$ cat src/rtl/pipelined_control_unit_pkg.sv
// pipelined_control_unit_pkg: mode/opcode/EX command codes, sequencer state type and arithmetic decode helper
package pipelined_control_unit_pkg;
  localparam logic [1:0] MODE_ARITHMETIC = 2'b00;
  localparam logic [1:0] MODE_MEM = 2'b01;
  localparam logic [1:0] MODE_BRANCH = 2'b10;
  localparam logic [3:0] OP_MOV = 4'b1101;
  localparam logic [3:0] OP_MVN = 4'b1111;
  localparam logic [3:0] OP_ADD = 4'b0100;
  localparam logic [3:0] OP_ADC = 4'b0101;
  localparam logic [3:0] OP_SUB = 4'b0010;
  localparam logic [3:0] OP_SBC = 4'b0110;
  localparam logic [3:0] OP_AND = 4'b0000;
  localparam logic [3:0] OP_ORR = 4'b1100;
  localparam logic [3:0] OP_EOR = 4'b0001;
  localparam logic [3:0] OP_CMP = 4'b1010;
  localparam logic [3:0] OP_TST = 4'b1000;
  localparam logic [3:0] EX_MOV = 4'b0001;
  localparam logic [3:0] EX_MVN = 4'b1001;
  localparam logic [3:0] EX_ADD = 4'b0010;
  localparam logic [3:0] EX_ADC = 4'b0011;
  localparam logic [3:0] EX_SUB = 4'b0100;
  localparam logic [3:0] EX_SBC = 4'b0101;
  localparam logic [3:0] EX_AND = 4'b0110;
  localparam logic [3:0] EX_ORR = 4'b0111;
  localparam logic [3:0] EX_EOR = 4'b1000;
  localparam logic [3:0] EX_CMP = 4'b0100;
  localparam logic [3:0] EX_TST = 4'b0110;
  localparam logic [3:0] EX_LDR = 4'b0010;
  localparam logic [3:0] EX_STR = 4'b0010;
  localparam logic [3:0] EX_MUL = 4'b1010;
  typedef enum logic {RUN, MUL_WAIT} mul_state_t;
  function automatic logic [4:0] arith_decode(input logic [3:0] op);
    case (op)
      OP_MOV: return {1'b1, EX_MOV};
      OP_MVN: return {1'b1, EX_MVN};
      OP_ADD: return {1'b1, EX_ADD};
      OP_ADC: return {1'b1, EX_ADC};
      OP_SUB: return {1'b1, EX_SUB};
      OP_SBC: return {1'b1, EX_SBC};
      OP_AND: return {1'b1, EX_AND};
      OP_ORR: return {1'b1, EX_ORR};
      OP_EOR: return {1'b1, EX_EOR};
      OP_CMP: return {1'b1, EX_CMP};
      OP_TST: return {1'b1, EX_TST};
      default: return 5'b0;
    endcase
  endfunction
endpackage

$ cat src/rtl/pipelined_control_unit_if.sv
// pipelined_control_unit_if: ID-stage inputs (valid/S/mode/op_code/is_mul/freeze/flush) and registered ID/EX controls; master drives ID, slave is the control unit
interface pipelined_control_unit_if #(parameter int EX_CMD_W = 4);
  logic instr_valid, S, is_mul, freeze, flush;
  logic [1:0] mode;
  logic [3:0] op_code;
  logic out_valid, mem_read, mem_write, WB_en, B, SR_update, has_src1, stall_req, illegal_instr;
  logic [EX_CMD_W-1:0] EX_command;
  modport master(output instr_valid, S, mode, op_code, is_mul, freeze, flush,
                 input out_valid, EX_command, mem_read, mem_write, WB_en, B, SR_update, has_src1, stall_req, illegal_instr);
  modport slave(input instr_valid, S, mode, op_code, is_mul, freeze, flush,
                output out_valid, EX_command, mem_read, mem_write, WB_en, B, SR_update, has_src1, stall_req, illegal_instr);
endinterface

$ cat src/rtl/pipelined_control_unit_mul_sequencer.sv
// mul_sequencer: RUN/MUL_WAIT state and wait counter; busy (= stall_req) stays high MUL_CYCLES-1 cycles after start, cleared by flush or rst
module mul_sequencer
  import pipelined_control_unit_pkg::*;
#(
  parameter int MUL_CYCLES = 3,
  parameter int CNT_W = 4
) (
  input  logic clk,
  input  logic rst,
  input  logic start,
  input  logic flush,
  output logic busy
);
  mul_state_t state;
  logic [CNT_W-1:0] cnt;
  always_ff @(posedge clk or posedge rst) begin
    if (rst) begin
      state <= RUN;
      cnt <= '0;
      busy <= 1'b0;
    end else if (state == MUL_WAIT) begin
      if (flush || cnt == CNT_W'(1)) begin
        state <= RUN;
        cnt <= '0;
        busy <= 1'b0;
      end else cnt <= cnt - 1'b1;
    end else if (start && MUL_CYCLES > 1) begin
      state <= MUL_WAIT;
      cnt <= CNT_W'(MUL_CYCLES - 1);
      busy <= 1'b1;
    end
  end
endmodule

$ cat src/rtl/pipelined_control_unit.sv
// pipelined_control_unit: registered ID/EX control decode with bubbles on flush/freeze/invalid, illegal-opcode pulse and MUL stall via bus (slave), clk, rst
module pipelined_control_unit
  import pipelined_control_unit_pkg::*;
#(
  parameter int EX_CMD_W = 4,
  parameter int MUL_CYCLES = 3,
  parameter int CNT_W = 4
) (
  input logic clk,
  input logic rst,
  pipelined_control_unit_if.slave bus
);
  logic [3:0] d_cmd;
  logic [4:0] ar;
  logic d_rd, d_wr, d_wb, d_b, d_legal, busy, normal, issue, start;
  always_comb begin
    ar = arith_decode(bus.op_code);
    d_cmd = '0;
    d_rd = 1'b0;
    d_wr = 1'b0;
    d_wb = 1'b0;
    d_b = 1'b0;
    d_legal = 1'b1;
    case (bus.mode)
      MODE_MEM: begin
        d_cmd = bus.S ? EX_LDR : EX_STR;
        d_rd = bus.S;
        d_wr = !bus.S;
        d_wb = bus.S;
      end
      MODE_ARITHMETIC: begin
        d_cmd = bus.is_mul ? EX_MUL : ar[3:0];
        d_legal = bus.is_mul || ar[4];
        d_wb = bus.is_mul || (ar[4] && bus.op_code != OP_CMP && bus.op_code != OP_TST);
      end
      MODE_BRANCH: d_b = 1'b1;
      default: d_legal = 1'b0;
    endcase
  end
  assign normal = bus.instr_valid && !bus.flush && !busy && !bus.freeze;
  assign issue = normal && d_legal;
  assign start = issue && bus.mode == MODE_ARITHMETIC && bus.is_mul;
  assign bus.stall_req = busy;
  assign bus.has_src1 = !(bus.mode == MODE_BRANCH ||
                          (bus.mode == MODE_ARITHMETIC && (bus.op_code == OP_MOV || bus.op_code == OP_MVN)));
  mul_sequencer #(.MUL_CYCLES(MUL_CYCLES), .CNT_W(CNT_W)) u_seq (
    .clk(clk), .rst(rst), .start(start), .flush(bus.flush), .busy(busy)
  );
  always_ff @(posedge clk or posedge rst) begin
    if (rst) begin
      bus.out_valid <= 1'b0;
      bus.EX_command <= '0;
      bus.mem_read <= 1'b0;
      bus.mem_write <= 1'b0;
      bus.WB_en <= 1'b0;
      bus.B <= 1'b0;
      bus.SR_update <= 1'b0;
      bus.illegal_instr <= 1'b0;
    end else begin
      bus.out_valid <= issue;
      bus.EX_command <= issue ? EX_CMD_W'(d_cmd) : '0;
      bus.mem_read <= issue && d_rd;
      bus.mem_write <= issue && d_wr;
      bus.WB_en <= issue && d_wb;
      bus.B <= issue && d_b;
      bus.SR_update <= issue && bus.S && bus.mode == MODE_ARITHMETIC;
      bus.illegal_instr <= normal && !d_legal;
    end
  end
endmodule

$ cat src/flat_wrapper.sv
// flat-port wrapper written by rule: the top's interface ports become plain ports
module pipelined_control_unit_flat import pipelined_control_unit_pkg::*;
#(
  parameter int EX_CMD_W = 4,
  parameter int MUL_CYCLES = 3,
  parameter int CNT_W = 4
)
  (clk, rst, bus_instr_valid, bus_S, bus_mode, bus_op_code, bus_is_mul, bus_freeze, bus_flush, bus_out_valid, bus_EX_command, bus_mem_read, bus_mem_write, bus_WB_en, bus_B, bus_SR_update, bus_has_src1, bus_stall_req, bus_illegal_instr);
  pipelined_control_unit_if #(.EX_CMD_W(EX_CMD_W)) bus_i ();
  input logic clk;
  input logic rst;
  input wire logic [$bits(bus_i.instr_valid)-1:0] bus_instr_valid;
  input wire logic [$bits(bus_i.S)-1:0] bus_S;
  input wire logic [$bits(bus_i.mode)-1:0] bus_mode;
  input wire logic [$bits(bus_i.op_code)-1:0] bus_op_code;
  input wire logic [$bits(bus_i.is_mul)-1:0] bus_is_mul;
  input wire logic [$bits(bus_i.freeze)-1:0] bus_freeze;
  input wire logic [$bits(bus_i.flush)-1:0] bus_flush;
  output wire logic [$bits(bus_i.out_valid)-1:0] bus_out_valid;
  output wire logic [$bits(bus_i.EX_command)-1:0] bus_EX_command;
  output wire logic [$bits(bus_i.mem_read)-1:0] bus_mem_read;
  output wire logic [$bits(bus_i.mem_write)-1:0] bus_mem_write;
  output wire logic [$bits(bus_i.WB_en)-1:0] bus_WB_en;
  output wire logic [$bits(bus_i.B)-1:0] bus_B;
  output wire logic [$bits(bus_i.SR_update)-1:0] bus_SR_update;
  output wire logic [$bits(bus_i.has_src1)-1:0] bus_has_src1;
  output wire logic [$bits(bus_i.stall_req)-1:0] bus_stall_req;
  output wire logic [$bits(bus_i.illegal_instr)-1:0] bus_illegal_instr;
  assign bus_i.instr_valid = bus_instr_valid;
  assign bus_i.S = bus_S;
  assign bus_i.mode = bus_mode;
  assign bus_i.op_code = bus_op_code;
  assign bus_i.is_mul = bus_is_mul;
  assign bus_i.freeze = bus_freeze;
  assign bus_i.flush = bus_flush;
  assign bus_out_valid = bus_i.out_valid;
  assign bus_EX_command = bus_i.EX_command;
  assign bus_mem_read = bus_i.mem_read;
  assign bus_mem_write = bus_i.mem_write;
  assign bus_WB_en = bus_i.WB_en;
  assign bus_B = bus_i.B;
  assign bus_SR_update = bus_i.SR_update;
  assign bus_has_src1 = bus_i.has_src1;
  assign bus_stall_req = bus_i.stall_req;
  assign bus_illegal_instr = bus_i.illegal_instr;
  pipelined_control_unit #(.EX_CMD_W(EX_CMD_W), .MUL_CYCLES(MUL_CYCLES), .CNT_W(CNT_W)) u_core (.clk(clk), .rst(rst), .bus(bus_i));
endmodule
$ cat config.mk
export PLATFORM = sky130hd
export DESIGN_NAME = pipelined_control_unit_flat
export DESIGN_NICKNAME = d
export VERILOG_FILES = /design/src/rtl/pipelined_control_unit_pkg.sv /design/src/rtl/pipelined_control_unit_if.sv /design/src/rtl/pipelined_control_unit_mul_sequencer.sv /design/src/rtl/pipelined_control_unit.sv /design/src/flat_wrapper.sv
export SDC_FILE = /design/constraint.sdc
export NUM_CORES = 1
export LEC_CHECK = 0
export BUFFER_PORTS_ARGS = -buffer_cell sky130_fd_sc_hd__buf_2
export CELL_PAD_IN_SITES_DETAIL_PLACEMENT = 1
export CELL_PAD_IN_SITES_GLOBAL_PLACEMENT = 1
export CORE_MARGIN = 4
export CORE_UTILIZATION = 30
export CTS_CLUSTER_DIAMETER = 100
export DETAILED_ROUTE_END_ITERATION = 8
export HOLD_SLACK_MARGIN = 0.02
export PLACE_DENSITY = 0.69
export SLEW_MARGIN = 20
export SYNTH_ARGS = -nofsm -noshare
export SYNTH_HDL_FRONTEND = slang
export SYNTH_SLANG_ARGS = --single-unit
export TNS_END_PERCENT = 100
$ cat constraint.sdc
create_clock -name clk -period 2 [get_ports clk]
set_clock_uncertainty 0.15 [all_clocks]
set_input_delay 0.1 -clock clk [delete_from_list [all_inputs] [get_ports clk]]
set_output_delay 0.1 -clock clk [all_outputs]
set_load 0.1 [all_outputs]
After elaboration in Yosys (flattened, before gate mapping)
Memories as Yosys holds them, arrays and structs flattened.
Index checks and enable logic that the tools add are counted.
{"block": "op_classes", "add_sub_neg": 1, "multipliers": 0, "div": 0, "n_lt_le_gt_ge": 0, "eq_ne": 8, "shift": 0, "n_mux": 17, "bitwise_logic": 0, "reduce_logical": 31}
{"cell": "4-bit two-way mux", "count": 5}
{"cell": "1-bit logical AND", "count": 16}
{"cell": "1-bit two-way mux", "count": 9}
{"cell": "4-bit == test (second input constant)", "count": 2}
{"cell": "4-bit inequality test (second input constant)", "count": 2}
{"cell": "4-bit case mux with 2 select lines", "count": 1}
{"cell": "1-bit zero test", "count": 6}
{"cell": "1-bit logical OR", "count": 5}
{"cell": "4-bit by 1-bit == test with 1-bit output (second input constant)", "count": 1}
{"cell": "1-bit case mux with 2 select lines", "count": 2}
{"cell": "4-bit by 1-bit subtractor with 4-bit output (second input constant)", "count": 1}
{"cell": "2-bit by 1-bit == test with 1-bit output (second input constant)", "count": 1}
{"cell": "2-bit == test (second input constant)", "count": 1}
{"cell": "2-bit zero test", "count": 1}
{"cell": "2-bit by 1-bit inequality test with 1-bit output (second input constant)", "count": 1}
{"cell": "2-bit AND reduction", "count": 1}
{"cell": "2-bit nonzero test", "count": 1}
{"cell": "2-bit OR reduction", "count": 1}
{"block": "word_totals", "register_bits": 17, "latchBits": 0, "ramBits": 0, "mem_bits_ro": 80, "out_inout_bits": 13, "n_memories": 1}
{"memory": "(name not given)", "words": 16, "word_bits": 5, "read_ports": 1, "rd_ports_with_merged_regs": 0, "wr": 0, "line": "pipelined_control_unit_pkg.sv:33", "rtl": "case (op)"}

Longest topological paths before layout
Gate-level depths: netlist of the first run.
{"block": "depth", "word_depth": 9, "mapped_depth": 7, "ltp_nobuf": 6}

By module
From an unflattened synthesis of the first run, not the netlist that was laid out.
{"block": "unflattened", "cells_unflattened": 109, "hier_area_um2": 1042.2}
{"mod": "pipelined_control_unit", "n_inst": 1, "cells_per_inst": 73, "area_each_um2": 715.7, "seq_area_each_um2": 275.3}
{"mod": "mul_sequencer", "n_inst": 1, "cells_per_inst": 36, "area_each_um2": 326.6, "seq_area_each_um2": 150.1}

Worst setup path before layout of the first run
Ideal clock, no wire load.
{"block": "synth_path", "kind": "reg2reg", "start": "register u_core.u_seq.busy", "end": "register u_core.u_seq.cnt[2]", "setup_ps": 118, "arrival_time_ps": 2056, "t_required_ps": 1732, "path_slack_ps": -324, "stages_incl_launch_ff": 5, "path_buffers": 0, "period_less_slack_ps": 2324, "path_cell_list": "dfrtp_1 > or4b_4 > o31a_1 > o21bai_1 > a21o_1"}
{"block": "synth_via", "elab_chain_cells": 7}
{"element": "start, declared", "line": "pipelined_control_unit_mul_sequencer.sv:12", "rtl": "output logic busy"}
{"element": "start signal, assigned", "line": "pipelined_control_unit_mul_sequencer.sv:20", "rtl": "busy <= 1'b0;"}
{"element": "start signal, assigned", "line": "pipelined_control_unit_mul_sequencer.sv:25", "rtl": "busy <= 1'b0;"}
{"element": "start signal, assigned", "line": "pipelined_control_unit_mul_sequencer.sv:30", "rtl": "busy <= 1'b1;"}
{"element": "1-bit zero test", "line": "pipelined_control_unit.sv:40", "rtl": "assign normal = bus.instr_valid && !bus.flush && !busy && !bus.freeze;"}
{"element": "1-bit logical AND (2 in a row)", "line": "pipelined_control_unit.sv:40"}
{"element": "1-bit logical AND", "line": "pipelined_control_unit.sv:41", "rtl": "assign issue = normal && d_legal;"}
{"element": "1-bit logical AND (2 in a row)", "line": "pipelined_control_unit.sv:42", "rtl": "assign start = issue && bus.mode == MODE_ARITHMETIC && bus.is_mul;"}
{"element": "2-bit nonzero test (no source line)"}
{"element": "end signal, assigned", "line": "pipelined_control_unit_mul_sequencer.sv:26", "rtl": "end else cnt <= cnt - 1'b1;"}
{"element": "end signal, assigned", "line": "pipelined_control_unit_mul_sequencer.sv:29", "rtl": "cnt <= CNT_W'(MUL_CYCLES - 1);"}
{"element": "end, declared", "line": "pipelined_control_unit_mul_sequencer.sv:15", "rtl": "logic [CNT_W-1:0] cnt;"}
Every way passes these cells.
A chain may end at the register's enable or synchronous reset.

Final worst setup path of the first run
{"block": "layout_path", "start": "input bus_freeze", "end": "register u_core.u_seq.cnt[2]"}
{"block": "layout_via", "elab_chain_cells": 6}
{"element": "start, declared", "line": "flat_wrapper.sv:17", "rtl": "input wire logic [$bits(bus_i.freeze)-1:0] bus_freeze;"}
{"element": "1-bit zero test", "line": "pipelined_control_unit.sv:40"}
{"element": "1-bit logical AND", "line": "pipelined_control_unit.sv:40"}
{"element": "1-bit logical AND", "line": "pipelined_control_unit.sv:41"}
{"element": "1-bit logical AND (2 in a row)", "line": "pipelined_control_unit.sv:42"}
{"element": "2-bit nonzero test (no source line)"}
Every way passes these cells.

==> flow_summary.ini, run 1 <==
[place]
gp_congestion = 0.757
port_buffers = 25
dpl.hpwl_um = 1850
placed_cell_area_um2 = 1190

[timing]
period_needed_ns = 1.95
worst_relative_slew_slack_pct = 56.8
fin_hold_ws_ns = 0.0712
setup_tns_ns = 0
final.period_utilization_pct = 97.6
worst_pin_slew_ns = 0.647
finalMaxSlewViolations = 0
maxClockFrequency_ghz = 0.512
final-setup-viol-count = 0
unrepaired_setup_endpoints_after_global_routing = false
hold_viol_final = 0

[critical_path]
critical_path.endpoint_type = flop
path_max_fanout = 4
setup.worst_path.start_class = input pin
arrival_ns = 2.00
slowest_stage_cell_crit_path = or4b_4
critical_path_start_end_classification = input pin to flop
regToRegSetupSlack_ns = 0.07
r2r_start = u_core.u_seq.busy$_DFFE_PP0P_
cp_max_stage_delay_ns = 0.58
critical_path.reg2reg.endpoint = u_core.u_seq.cnt[2]$_DFFE_PP0P_
timing.critical_path.cells = dlygate4sd3_1, buf_2, or4b_4, o31a_1, o21bai_1, a21o_1
cp_data_required_time_ns = 2.05
reg2reg_depth = 4

[floorplanning]
start_util_pct = 32.3
die_wd_um = 66.3
die_height_um = 66.3
io_pins = 26
placeableCoreArea_um2 = 3150
rows = 20
die-area_um2 = 4400

[power_and_ir_drop]
power_switching_share_pct = 36.8
share_seq_of_total_power_pct = 47.3
combPwrFrac_pct = 31.8
static-leakage-power_nw = 0.648
intPower_uw = 559
net_switching_power_uw = 326
power_density_nw_per_um2 = 688
clock_power_share_pct = 20.9
worst_ir_drop_vdd_uv = 210
report.power.total_uw = 886

[cts]
worstSkewPairLatency_ns = 0.29
clk_pin_slew_worst_paths_ns = 0.11
cts_inserted_buffers = 3
tritoncts_clock_tree = built
cts.path.max_buffers = 2
cts.repair_timing.setup_buffer_count = 0
numClockSinks = 17
cts-htree-levels = 1
root_buffer_cell = clkbuf_4

[synth]
yosysWarningCount = 0
total_standard_cell_area_after_synthesis_um2 = 1020
yosysTopAreaCell = dfrtp_1
synth_top_cells_by_area = dfrtp_1, ha_1, inv_1
syn_avg_cell_area_um2 = 10.2
synth_async_sr_flop_share_pct = 100
synth.lib_cells_used.distinct = 40
mappedNetlistNets = 124
synth-seq-area-share_pct = 41.7
yosysTopAreaCellShare_pct = 41.7
syn-instance-count = 100
synth_enable_flop_cells = 0
ys.flop_type = dfrtp_1
synth-seq-cells = 17

[global_routing]
initial_antenna_violation_count = 0
grt_pass1_wl_um = 3970
global_route.overflow_total = 0
grt_usage_pct = 11.7
grt_start_max_net_pins = 18
gr-usage-met1_pct = 14.4
grt_pass1_vias = 868
met3_demand_to_capacity_share_in_global_routing_pct = 1.19
gr-max-usage-layer = met2
groute.layer.met2.usage_pct = 20.3

[job]
max_cap_violations = 0

[routing]
initialDrtViolationCount = 14
antenna_violating_nets_left = 0
route.detailed.wl_per_inst_um = 13.1
number_of_iterations_in_the_first_detailed_routing_pass = 4
via_total_after_detailed_routing = 845
wirelength_um = 2310
remaining_drc_errors = 0
vias_per_cell = 4.77

[cells_and_area]
synthToLayoutAreaGrowth_pct = 26.3
final_area_um2 = 1290
final_layout_size_suffix_gt1_share_pct = 28.6
design.final.nets = 158
antenna-diode-count = 0

[min_path]
worstHoldStart = bus_instr_valid
min_delay_worst_endpoint = u_core.bus.illegal_instr$_DFF_PP0_
timing.hold.worst_path_depth = 3
worstHoldPathType = input pin to flop

[run_status]
outcome = complete, no violations
[sequential cells by signal (all words and copies together), names as in the netlist]
signal                    flops
u_core.bus.SR_update          1
u_core.bus.out_valid          1
u_core.bus.illegal_instr      1
u_core.u_seq.state            1
u_core.u_seq.cnt              4
u_core.bus.EX_command         4
u_core.bus.B                  1
u_core.bus.mem_write          1
u_core.bus.mem_read           1
u_core.bus.WB_en              1
u_core.u_seq.busy             1
[timing repair]
action,CTS,global route
gates resized for setup,0,1
hold buffers,6,0
hold endpoints to repair,24,0
setup endpoints to repair,0,1
[metal layers]
| metal | wire length (µm) | up-vias |
|---|---|---|
| li1 | - | 420 |
| met1 | 1060 | 403 |
| met2 | 1140 | 18 |
| met3 | 69 | 4 |
| met4 | 36 | 0 |
| met5 | 0 | - |
[power groups by stage]
stage,Sequential [mW],Clock (mW),Combinational (mW)
finish,0.419,0.185,0.282
global route,0.426,0.222,0.317
CTS,0.421,0.194,0.285
detailed placement,0.428,0,0.275
global placement,0.423,0,0.270
floorplan,0.478,0,0.152
[placed cells by master, fill, tap and decap left out, types with 2 or more instances in the layout]
cell	netlist	final
buf_2	1	25
nor3b_1	2	2
o21ai_0	4	4
nor3_1	3	3
nor2_2	0	2
inv_1	12	12
a211oi_1	2	2
mux2i_1	2	2
ha_1	11	11
clkbuf_4	0	3
o2bb2ai_1	2	2
buf_4	0	2
dlygate4sd3_1	0	6
nor4_1	2	2
a311oi_1	2	2
and3_1	2	2
dfrtp_1	17	16
nand2_1	4	4
nor2_1	9	7
[stage by stage]
stage	cells	setup slack [ns]	util, %
floorplan	100	-0.0535	-
global placement	167	0.105	37.9
detailed placement	167	0.0686	37.9
CTS	177	0.0464	40.8
global route	177	0.0176	40.8
finish	177	0.0478	40.8
[how the worst max path moves through the flow]
stage          depth (start not counted)  slack, ns                     startpoint                                 end
2_1_floorplan                          4      -0.05  u_core.u_seq.busy$_DFFE_PP0P_     u_core.u_seq.cnt[2]$_DFFE_PP0P_
3_3_place_gp                           4       0.11  u_core.u_seq.busy$_DFFE_PP0P_     u_core.u_seq.cnt[2]$_DFFE_PP0P_
3_5_place_dp                           4       0.07  u_core.u_seq.busy$_DFFE_PP0P_  u_core.bus.EX_command[0]$_DFF_PP0_
4_1_cts                                4       0.05  u_core.u_seq.busy$_DFFE_PP0P_  u_core.bus.EX_command[0]$_DFF_PP0_
5_1_grt                                4       0.02  u_core.u_seq.busy$_DFFE_PP0P_     u_core.u_seq.cnt[2]$_DFFE_PP0P_
6_report                               6       0.05                     bus_freeze     u_core.u_seq.cnt[2]$_DFFE_PP0P_
[Yosys cell counts, drive strengths merged (2+ instances only)]
library cell,count
dfrtp,17
inv,12
ha,11
nor2,9
nand2,4
o21ai,4
nor3,3
nor4,3
a211oi,2
a311oi,2
and3,2
clkbuf,2
mux2i,2
nand3,2
nor3b,2
o2bb2ai,2
[worst max-delay path: cells and delay by family]
kind | cells | cell delay (ns)
compound gates | 3 | 0.67
simple gates | 1 | 0.58
buf+inv | 2 | 0.65
[layout make-up]
class | instances | area (µm²)
clock inverters | 1 | 7.51
repair buffers | 33 | 200
multi-input cells | 67 | 528
inverters | 12 | 45.0
fillers | 396 | 1870
well taps | 44 | 55.1
flip-flops and latches | 17 | 429
clock buffers | 3 | 22.5
[cells by family after synthesis]
| logic type | synth area share (%) |
|---|---|
| muxes | 1.96 |
| DFF | 41.7 |
| AOI/OAI and AO/OA | 16.3 |
| and+or+nand+nor | 18.6 |
| buffers and inverters | 6.99 |
| xor gates and xnor gates | 0.859 |
| adders and majority gates | 13.5 |
No activity file was read; power rests on OpenSTA's default activity.
==> inputs of run 2 (changes only) <==
SETUP_SLACK_MARGIN = 0.1   (was default)
==> run 2 against run 1 <==
Against the previous run: the run now ends with hold timing left; first-iteration DRC count rose by 36%; utilization rose by 0.079 points; setup slack improved by 0.037 ns; combinational power rose by 2%; clock-buffer cell count did not move; flip-flop and latch count did not move; sequential power barely moved; sequential share of layout area fell by 0.065 points.
==> flow_summary.ini, run 2 (synthesis gave the netlist of run 1 again) <==
[cells_and_area]
design.final.nets = 159
ff_latch_area_um2 = 429
filler_cell_count = 395
antenna-diode-count = 0
multiInputGateArea_um2 = 528
final_layout_size_suffix_gt1_share_pct = 30.6
final_area_um2 = 1290
top_regs = u_core.bus.EX_command: 4 flops, u_core.u_seq.cnt: 4 flops
layout.cells.most_common = buf_2
final_cell_mix = buf_2, dfrtp_1, inv_1, ha_1, nor2_1
synthToLayoutAreaGrowth_pct = 26.5

[global_routing]
grt_usage_pct = 12.6
initial_antenna_violation_count = 0
grt_start_max_net_pins = 18
global_route.overflow_total = 0
grt_pass1_wl_um = 4270
grt_pass1_vias = 892

[timing]
final-setup-viol-count = 0
unrepaired_setup_endpoints_after_global_routing = true
finalMaxSlewViolations = 0
fin_hold_ws_ns = -0.0331
worst_pin_slew_ns = 0.656
maxClockFrequency_ghz = 0.522
worst_relative_slew_slack_pct = 56.2
worst_slack_ns = 0.0851
period_needed_ns = 1.91
final.period_utilization_pct = 95.7
hold_viol_final = 1

[floorplanning]
placeableCoreArea_um2 = 3150
die_height_um = 66.3
die_wd_um = 66.3
rows = 20
start_util_pct = 32.3
io_pins = 26
die-area_um2 = 4400

[critical_path]
reg2reg_depth = 4
arrival_ns = 1.96
cp_max_stage_delay_ns = 0.53
cp_data_required_time_ns = 2.04
worst-path-buf-inv = 3
critical_path_start_end_classification = input pin to flop
slowest_stage_cell_crit_path = dlygate4sd3_1
critical_path.endpoint_type = flop
path_max_fanout = 11
timing.critical_path.cells = dlygate4sd3_1, buf_2, or3b_2, a21oi_1, nor4_4, buf_4, o2bb2ai_1
setup.worst_path.start_class = input pin
critical_path.reg2reg.endpoint = u_core.u_seq.cnt[2]$_DFFE_PP0P_
r2r_start = u_core.u_seq.busy$_DFFE_PP0P_
cpLargestDelayFamily = buffers and inverters
regToRegSetupSlack_ns = 0.10

[cts]
root_buffer_cell = clkbuf_4
postCtsHoldBufs = 4
cts-htree-levels = 1
worstSkewPairLatency_ns = 0.29
tritoncts_clock_tree = built
cts.path.max_buffers = 2
cts_inserted_buffers = 3
numClockSinks = 17
clk_pin_slew_worst_paths_ns = 0.11

[power_and_ir_drop]
power_density_nw_per_um2 = 693
static-leakage-power_nw = 0.655
worst_ir_drop_vdd_uv = 176

[run_status]
violations = hold timing
outcome = complete, but fails checks

[routing]
wirelength_um = 2450
route.detailed.wl_per_inst_um = 13.8
vias_per_cell = 4.80
via_total_after_detailed_routing = 854
number_of_iterations_in_the_first_detailed_routing_pass = 4
initialDrtViolationCount = 19
remaining_drc_errors = 0
antenna_violating_nets_left = 0

[min_path]
worstHoldPathType = input pin to flop
worstHoldStart = bus_freeze
min_delay_worst_endpoint = u_core.bus.illegal_instr$_DFF_PP0_
timing.hold.worst_path_depth = 3

[place]
port_buffers = 25
placement.setup.worst_slack_ns = 0.0641
dpl.hpwl_um = 1900
gp_congestion = 0.726
placed_cell_area_um2 = 1190

[job]
max_cap_violations = 0
[run 2: cell types whose count changed in the layout (fill, tap and decap cells not counted)]
cell	change
a21boi_1	+1
dlygate4sd3_1	-2
a21boi_0	-1
buf_4	+3
[run 2: worst max path at each step]
| stage | startpoint | end | slack (ns) | cells past startpoint |
|---|---|---|---|---|
| after global routing | u_core.u_seq.busy$_DFFE_PP0P_ | u_core.u_seq.cnt[2]$_DFFE_PP0P_ | 0.06 | 4 |
| after CTS | u_core.u_seq.busy$_DFFE_PP0P_ | u_core.u_seq.cnt[2]$_DFFE_PP0P_ | 0.1 | 4 |
| after floorplan | u_core.u_seq.busy$_DFFE_PP0P_ | u_core.u_seq.cnt[2]$_DFFE_PP0P_ | -0.05 | 4 |
| after global placement | u_core.u_seq.busy$_DFFE_PP0P_ | u_core.bus.EX_command[0]$_DFF_PP0_ | 0.10 | 4 |
| final | bus_is_mul | u_core.bus.EX_command[1]$_DFF_PP0_ | 0.09 | 7 |
| after detailed placement | u_core.u_seq.busy$_DFFE_PP0P_ | u_core.u_seq.cnt[2]$_DFFE_PP0P_ | 0.06 | 4 |
[run 2: layer usage]
layer  GRT usage [%]  vias up  part of all wire (%)
li1                -      420                     -
met3           0.680        2                   3.7
met2            21.6       16                    52
met5               0        -                     0
met1            16.0      416                    43
met4            6.09        0                   1.1
[run 2: repair_timing]
item | 4_1_cts | 5_1_grt
pin swaps | 1 | 1
setup buffers | 0 | 3
hold endpoints to repair | 24 | 1
endpoints found under the setup margin | 2 | 3
gates resized for setup | 1 | 1
[run 2: power breakdown]
group,internal [mW],switching (mW)
clock network,0.0760,0.111
logic,0.100,0.187
registers,0.383,0.0376
total,0.559,0.336
[run 2: worst register-to-register path: cells and delay by family (launching register included)]
family / cells / cell delay, ns
AOI/OAI and AO/OA: 3 / 0.64
and+or+nand+nor: 1 / 0.54
DFF: 1 / 0.49
[run 2: final cells by class]
| cell class | instances | share of cell area [%] |
|---|---|---|
| Multi-Input combinational cell | 67 | 40.9 |
| Sequential cell | 17 | 33.3 |
| Timing Repair Buffer | 34 | 15.7 |
| Tap cell | 44 | 4.27 |
| Inverter | 12 | 3.49 |
| Clock buffer | 3 | 1.75 |
| Clock inverter | 1 | 0.582 |
[run 2: per-stage QoR]
step                      power [mW]  cells  hold slack [ns]  setup TNS (ns)  util (%)
after floorplan                0.629    100           -0.124         -0.0527         -
after global placement         0.693    167           0.0540               0      37.9
after detailed placement       0.707    167           0.0734               0      37.9
after CTS                      0.905    175          -0.0468               0      40.2
after global routing           0.961    178          -0.0538               0      40.9
final                          0.895    178          -0.0331               0      40.9
==> inputs of run 3 (changes only) <==
clock period = 2.1 ns   (was 2 ns; I/O delays follow)
==> run 3 against run 2 <==
Against the previous run: die area is the same; critical endpoint is now u_core.u_seq.cnt[2]$_DFFE_PP0P_; cell count shrank 1.1%; highest routed layer unchanged; largest power group unchanged; utilization shrank 0.12 points; global-route usage shrank 0.54 points; the flow now finishes without violations; sequential share of layout area grew 0.097 points; setup slack gained 0.080 ns; combinational power shrank 6%; total power shrank 5.3%; largest cell class unchanged; register-to-register slack gained 0.07 ns; clock power shrank 4%.
==> flow_summary.ini, run 3 (synthesis gave the netlist of run 1 again) <==
[run_status]
outcome = complete, no violations

[cells_and_area]
final_layout_size_suffix_gt1_share_pct = 28.8
antenna-diode-count = 0
design.final.nets = 157
top_regs = u_core.bus.EX_command: 4 flops, u_core.u_seq.cnt: 4 flops
synthToLayoutAreaGrowth_pct = 26.1
layout.cells.most_common = buf_2
final_area_um2 = 1290
final_cell_mix = buf_2, dfrtp_1, inv_1, ha_1, nor2_1
layout.cells.non_filler = 176

[routing]
wirelength_um = 2350
number_of_iterations_in_the_first_detailed_routing_pass = 4
route.detailed.wl_per_inst_um = 13.4
antenna_violating_nets_left = 0
via_total_after_detailed_routing = 845
remaining_drc_errors = 0
initialDrtViolationCount = 35
vias_per_cell = 4.80

[critical_path]
worst_setup_path_startpoint = u_core.u_seq.busy$_DFFE_PP0P_
setup.worst_path.start_class = flop
regToRegSetupSlack_ns = 0.17
critical_path.reg2reg.endpoint = u_core.u_seq.cnt[2]$_DFFE_PP0P_
critical_path_start_end_classification = flop to flop
reg2reg_depth = 4
arrival_ns = 1.99
path_max_fanout = 4
r2r_start = u_core.u_seq.busy$_DFFE_PP0P_
cp_data_required_time_ns = 2.15
critical_path.endpoint_type = flop

[timing]
fin_hold_ws_ns = 0.0670
worst_relative_slew_slack_pct = 58.9
worst_pin_slew_ns = 0.616
maxClockFrequency_ghz = 0.517
period_needed_ns = 1.93
finalMaxSlewViolations = 0
worst_slack_ns = 0.165
unrepaired_setup_endpoints_after_global_routing = false
final-setup-viol-count = 0
hold_viol_final = 0
final.period_utilization_pct = 92.1

[global_routing]
grt_start_max_net_pins = 18
grt_pass1_wl_um = 4090
grt_usage_pct = 12.1
grt_pass1_vias = 893
global_route.overflow_total = 0
initial_antenna_violation_count = 0

[cts]
tritoncts_clock_tree = built
root_buffer_cell = clkbuf_4
clk_pin_slew_worst_paths_ns = 0.11
cts-htree-levels = 1
numClockSinks = 17
cts_inserted_buffers = 3
worstSkewPairLatency_ns = 0.30
cts.repair_timing.setup_buffer_count = 0
cts.path.max_buffers = 2

[floorplanning]
placeableCoreArea_um2 = 3150
start_util_pct = 32.3
die-area_um2 = 4400
die_wd_um = 66.3
rows = 20
die_height_um = 66.3
io_pins = 26

[place]
dp.cells = 166
port_buffers = 25
gp_congestion = 0.741
placement.setup.worst_slack_ns = 0.132
dpl.hpwl_um = 1890
placed_cell_area_um2 = 1190

[power_and_ir_drop]
power_density_nw_per_um2 = 658
worst_ir_drop_vdd_uv = 176
report.power.total_uw = 847
static-leakage-power_nw = 0.643

[min_path]
worstHoldPathType = input pin to flop
worstHoldStart = bus_instr_valid
min_delay_worst_endpoint = u_core.bus.illegal_instr$_DFF_PP0_
timing.hold.worst_path_depth = 3

[job]
max_cap_violations = 0
## run 3: cell count changes in the layout (fill, tap and decap cells not counted)
cell and delta:
dlygate4sd3_1 +2, buf_4 -4, a21boi_1 -1, nor4_2 +1, a21boi_0 +1, nor4_1 -1
## run 3: critical path, stage by stage (launching register included)
cell and delay [ns]:
dfrtp_4 0.49, or4b_4 0.59, o31a_1 0.29, o21bai_1 0.16, a21o_1 0.17
## run 3: what timing repair did
action / in CTS / in global routing
endpoints found under the setup margin: 0 / 2
gates resized for setup: 0 / 2
hold buffers: 6 / 0
hold endpoints to repair: 25 / 0
## run 3: area by class of cell
type | instances | area (µm²)
inverter | 12 | 45.0
clock buffer | 3 | 22.5
clock inverter | 1 | 7.51
sequential | 17 | 429
fill | 382 | 1870
multi-input combinational | 67 | 534
timing repair buffer | 32 | 193
tap | 44 | 55.1
## run 3: worst max path at each step
stage                                               endpoint  cells past startpoint
after detailed placement     u_core.u_seq.cnt[2]$_DFFE_PP0P_                      4
after CTS                 u_core.bus.EX_command[0]$_DFF_PP0_                      4
after floorplan              u_core.u_seq.cnt[2]$_DFFE_PP0P_                      4
final                        u_core.u_seq.cnt[2]$_DFFE_PP0P_                      4
after global placement       u_core.u_seq.cnt[2]$_DFFE_PP0P_                      4
after global routing              u_core.bus.WB_en$_DFF_PP0_                      3
## run 3: stage by stage
stage                     setup TNS, ns  util, %
final                                 0     40.8
after global routing                  0     40.8
after CTS                             0     40.5
after detailed placement              0     37.7
after global placement                0     37.7
after floorplan                -0.00716        -
## run 3: power breakdown
part	internal, mW	switching [mW]	total (mW)
logic	0.0967	0.174	0.271
registers	0.364	0.0325	0.397
clock network	0.0726	0.106	0.179
## run 3: routing by layer
metal,routed length (µm),global-route usage (%),vias to the layer above,part of all wire [%]
met3,63,1.19,4,2.7
met5,0,0,-,0
li1,-,-,416,-
met4,48,6.85,0,2.0
met1,1070,14.5,408,45
met2,1170,20.7,17,50
